**config.mk**
```make
export PLATFORM = sky130hd
export DESIGN_NAME = instrn_loader
export DESIGN_NICKNAME = d
export VERILOG_FILES = /design/src/rtl/instrn_loader.sv
export SDC_FILE = /design/constraint.sdc
export NUM_CORES = 1
export LEC_CHECK = 0
export CORE_UTILIZATION = 34
export CTS_CLUSTER_DIAMETER = 100
export CTS_CLUSTER_SIZE = 25
export DETAILED_ROUTE_END_ITERATION = 8
export PLACE_DENSITY_LB_ADDON = 0.25
export SYNTH_ARGS = -nofsm -noshare
export SYNTH_HDL_FRONTEND = slang
export SYNTH_SLANG_ARGS = --single-unit
```
**constraint.sdc**
```tcl
create_clock -name clk -period 1.76 [get_ports clk]
set_input_delay 0.264 -clock clk [delete_from_list [all_inputs] [get_ports clk]]
set_output_delay 0.264 -clock clk [all_outputs]
set_load 0.01 [all_outputs]
```
**src/rtl/instrn_loader.sv**
```systemverilog
// -----------------------------------------------------------------------------
// instrn_loader
//   Receives a program as a byte stream (big-endian 32-bit words followed by a
//   single XOR checksum byte) and writes each assembled word into the
//   instruction BRAM. The fetch stage is released only after the whole program
//   has been written and the checksum matches.
//
// Parameters
//   ADDR_W     instruction-memory word-address width
//   NOP_WORD   word presented on mem_din whenever mem_we is low
//
// Ports
//   clk         rising-edge clock for all state
//   rst         synchronous, active-high reset
//   load_start  one-cycle pulse starting a load (honoured in IDLE/DONE/ERR only)
//   load_len    number of 32-bit words to load, sampled with load_start
//   byte_valid  byte_data is valid this cycle
//   byte_data   program byte stream
//   byte_ready  loader accepts byte_data this cycle
//   mem_we      BRAM write strobe
//   mem_addr    BRAM word address (low ADDR_W bits of the word counter)
//   mem_din     BRAM write data
//   busy        load in progress
//   done        load finished with a good checksum
//   err         load failed (bad length or bad checksum)
//   fetch_en    fetch stage may run
// -----------------------------------------------------------------------------
module instrn_loader #(
  parameter int          ADDR_W   = 11,
  parameter logic [31:0] NOP_WORD = 32'hFC00_0000
) (
  input  logic              clk,
  input  logic              rst,
  input  logic              load_start,
  input  logic [11:0]       load_len,
  input  logic              byte_valid,
  input  logic [7:0]        byte_data,
  output logic              byte_ready,
  output logic              mem_we,
  output logic [ADDR_W-1:0] mem_addr,
  output logic [31:0]       mem_din,
  output logic              busy,
  output logic              done,
  output logic              err,
  output logic              fetch_en
);

  localparam logic [11:0] MAX_LEN = 12'd2048;

  typedef enum logic [2:0] {
    IDLE,
    RECV,
    WRITE,
    CHECK,
    DONE,
    ERR
  } state_t;

  state_t      state, state_next;
  logic [11:0] len;
  logic [11:0] word_cnt;
  logic [1:0]  byte_cnt;
  logic [7:0]  acc;
  logic [31:0] word;

  logic        accept;
  logic        start_ok;
  logic        len_bad;
  logic [11:0] word_cnt_inc;

  assign accept       = byte_valid && byte_ready;
  assign start_ok     = load_start && (state == IDLE || state == DONE || state == ERR);
  assign len_bad      = (load_len == 12'd0) || (load_len > MAX_LEN);
  assign word_cnt_inc = word_cnt + 12'd1;

  // State register.
  always_ff @(posedge clk) begin
    // NOTE: sequential state uses non-blocking assignments so every register
    // samples its inputs from the same pre-edge values.
    if (rst) state <= IDLE;
    else     state <= state_next;
  end

  // Next-state logic.
  always_comb begin
    // NOTE: default assigned first so no path leaves state_next unassigned,
    // which would otherwise infer a latch.
    state_next = state;
    unique case (state)
      IDLE, DONE, ERR: begin
        if (load_start) state_next = len_bad ? ERR : RECV;
      end
      RECV: begin
        if (accept && byte_cnt == 2'd3) state_next = WRITE;
      end
      WRITE: begin
        // A 12-bit counter lets a 2048-word load reach 2048 without aliasing
        // back to address 0, so the final compare is exact.
        state_next = (word_cnt_inc == len) ? CHECK : RECV;
      end
      CHECK: begin
        if (accept) state_next = (byte_data == acc) ? DONE : ERR;
      end
      default: state_next = IDLE;
    endcase
  end

  // Datapath: length latch, counters, word assembly and checksum.
  always_ff @(posedge clk) begin
    if (rst) begin
      len      <= '0;
      word_cnt <= '0;
      byte_cnt <= '0;
      acc      <= '0;
      word     <= '0;
    end else if (start_ok) begin
      len      <= load_len;
      word_cnt <= '0;
      byte_cnt <= '0;
      acc      <= '0;
    end else begin
      if (state == RECV && accept) begin
        word     <= {word[23:0], byte_data};
        acc      <= acc ^ byte_data;
        byte_cnt <= byte_cnt + 2'd1;  // wraps to 0 after the 4th byte
      end
      if (state == WRITE) word_cnt <= word_cnt_inc;
    end
  end

  // Outputs are decoded from registered state only.
  assign byte_ready = (state == RECV) || (state == CHECK);
  assign mem_we     = (state == WRITE);
  assign mem_addr   = word_cnt[ADDR_W-1:0];
  assign mem_din    = mem_we ? word : NOP_WORD;
  assign busy       = (state == RECV) || (state == WRITE) || (state == CHECK);
  assign done       = (state == DONE);
  assign fetch_en   = (state == DONE);
  assign err        = (state == ERR);

endmodule

```
==> results.ini <==
[floorplanning]
die_x_um = 102
io_pins = 73
fp-row-count = 36
dieArea_sq_mm = 0.0105
die_h_um = 102
start_util = 0.350
core-area_sq_mm = 0.00977

[power_and_ir_drop]
ir_drop_uv = 529
p_leak_uw = 0.00180
p_per_area_mw_per_mm2 = 759
power_uw = 3520

[place]
place.gp.congestion = 0.892
portBuffers = 72
hpwlAfterDp_mm = 6.15
pre_cts_ws_ps = -143

[clocking]
clkTransAtPathRegs_ps = 70
cts_tree = built
cts_buffers = 9
clk_path_buf_depth = 2
ctsHoldBuffers = 0
cts.sinks = 69
cts_htree_levels = 3
insertion_delay_ps = 350
root_buffer = clkbuf_8

[cells_and_area]
final_common_cell = nand2_1
fillers = 992
layout_common_cells = 100 x nand2_1, 61 x dfxtp_1, 48 x a21oi_1, 33 x clkdlybuf4s50_1, 31 x nor2_1
num_antenna_cells = 0
finalNetCount = 542
area_growth_pct = 35.5
drive_above_1_share = 0.209

[sta]
setup_viol = 0
worst_clock_skew_ps = 8.79
tns_ps = 0
slew_violations = 0
fin_crit_sh = 0.988
rsz0062_at_grt = yes
fmax_mhz = 575
slew_headroom = 0.720
period_needed_ps = 1740
worst_slew_pin_slew_ps = 416
setup_ws_ps = 20.5
finalHoldViolCount = 0

[yosys]
yosysUniqueCellTypes = 44
synth_edf_count = 0
ys_seq_elements = 69
synth.area.top_cells = dfxtp_1 40%, nand2_1 11%, a21oi_1 7.0%, xor2_1 6.7%, and2_1 5.1%
yosysTopAreaCellShare = 0.404
synthArstFlopShare = 0
ys_warn_count = 0
synth_top_area_cell = dfxtp_1
synthesis.nets = 463
yosysSeqAreaShare = 0.404
synth_flop_cell = dfxtp_1
synth_area_sq_mm = 0.00342
syn_area_per_cell_sq_um = 7.83
netlist_instances = 437

[route]
drt-pass1-iter-count = 4
drt-initial-drc-count = 126
drt-total-wl_mm = 8.74
wl_per_cell_um = 13.4
wl_met3_um = 439
vias_per_cell = 4.80
antenna_left = 0
drc_errors = 0
dr.max_layer_used = met4
num_vias = 3137
drt-met1-wl_mm = 3.84
wl_met2_mm = 4.29

[setup_path]
r2r-start = state[2]$_SDFFE_PP0P_
reg2reg_slack_ps = 70
slowest_delay_ps = 340
required_ps = 1500
worstPathMaxFanout = 10
path_cells = nor3b_4 > buf_6 > buf_16 > dlygate4sd2_1
ff2ff_path_depth = 8
worstPathArrival_ps = 1480
end_kind = output pin
r2r_end = word[26]$_SDFFE_PP0P_
crit_type = register to output pin
slowest_stage = dfxtp_2
start_kind = register

[global_route]
grt_pass1_vias = 3033
gr-usage-all-layers = 0.176
grt_first_pass_wirelength_mm = 14.2
overflow = 0
grt_max_degree = 34
antenna_found_initial = 0

[min_path]
hold_class = primary input to register
hp-start = rst
hold_depth = 2
min_to = state[2]$_SDFFE_PP0P_

[outcome]
status = completed

[run]
maxCapViolations = 0

==> metrics by stage <==
stage	instances	cell area, sq um	hold WS [ps]	util
global placement	634	4410	439	0.451
CTS	654	4610	268	0.472
detailed placement	634	4410	445	0.451
global route	654	4630	278	0.474
finish	654	4630	273	0.474
floorplan	437	3420	400	-
==> how the worst max path moves through the flow <==
stage / depth (start not counted) / endpoint / slack, ps / from
floorplan: 6 / state[1]$_SDFFE_PP0P_ / 70 / word_cnt[0]$_SDFFE_PP0P_
global placement: 7 / state[1]$_SDFFE_PP0P_ / -80 / byte_valid
detailed placement: 7 / state[1]$_SDFFE_PP0P_ / -140 / byte_valid
CTS: 5 / mem_din[31] / -20 / state[0]$_SDFFE_PP0P_
global route: 7 / state[1]$_SDFFE_PP0P_ / -70 / state[0]$_SDFFE_PP0P_
finish: 4 / mem_we / 20 / state[0]$_SDFFE_PP0P_
==> cells by family (layout without fill, tap and decap cells) <==
family / Yosys count / count (layout) / synth area share
flip-flops: 69 / 69 / 0.404
XOR/XNOR: 40 / 40 / 0.102
buffers and inverters: 43 / 127 / 0.0629
adder cells (fa/ha/maj): 2 / 2 / 0.00732
AND/OR/NAND/NOR: 213 / 213 / 0.303
multiplexers: 2 / 2 / 0.00622
AO/OA/AOI/OAI: 68 / 68 / 0.114
==> worst max-delay path: cells and delay by family (launching register included) <==
kind,cells,cell delay [ps]
flip-flops,1,340
AND/OR/NAND/NOR,1,240
buffers and inverters,3,560
==> power by group <==
| group | switching [uW] | total, uW | leakage, uW | internal, uW |
|---|---|---|---|---|
| registers | 31.0 | 1630 | 0.000563 | 1600 |
| logic | 158 | 312 | 0.00112 | 155 |
| clock network | 628 | 1580 | 0.000116 | 948 |
==> metal layers <==
layer | up-vias | global-route usage
met4 | 0 | 0.0703
met3 | 14 | 0.0417
met1 | 1466 | 0.214
met2 | 67 | 0.299
li1 | 1590 | -
met5 | - | 0
==> cells in the mapped netlist, drive strengths merged, types with 5 or more instances <==
| cell | number |
|---|---|
| a21oi | 48 |
| nor2 | 31 |
| nand2 | 100 |
| nand3 | 11 |
| xnor2 | 14 |
| buf | 19 |
| and2 | 28 |
| nand2b | 9 |
| o21ai | 5 |
| xor2 | 26 |
| nor4 | 5 |
| nor3b | 6 |
| clkbuf | 21 |
| dfxtp | 69 |
| nand4 | 5 |
==> final cells by class <==
type | count | area, sq um | share of cell area
Sequential cell | 69 | 1390 | 0.300
Inverter | 3 | 11.3 | 0.00243
Clock inverter | 7 | 123 | 0.0265
Timing Repair Buffer | 108 | 941 | 0.203
Tap cell | 133 | 166 | 0.0359
Clock buffer | 9 | 124 | 0.0267
Multi-Input combinational cell | 325 | 1880 | 0.405
==> sequential cells by signal, indices dropped and copies added (netlist names) <==
name	flops
state	3
len	12
byte_cnt	2
word_cnt	12
word	32
acc	8
==> timing repair <==
action,in CTS,in global routing
pin swaps,3,0
gates cloned,2,0
resized for setup,134,22
endpoints found under the hold margin,0,0
setup buffers,2,1
setup endpoints to repair,41,38
Power figures use the tool's default switching activity.
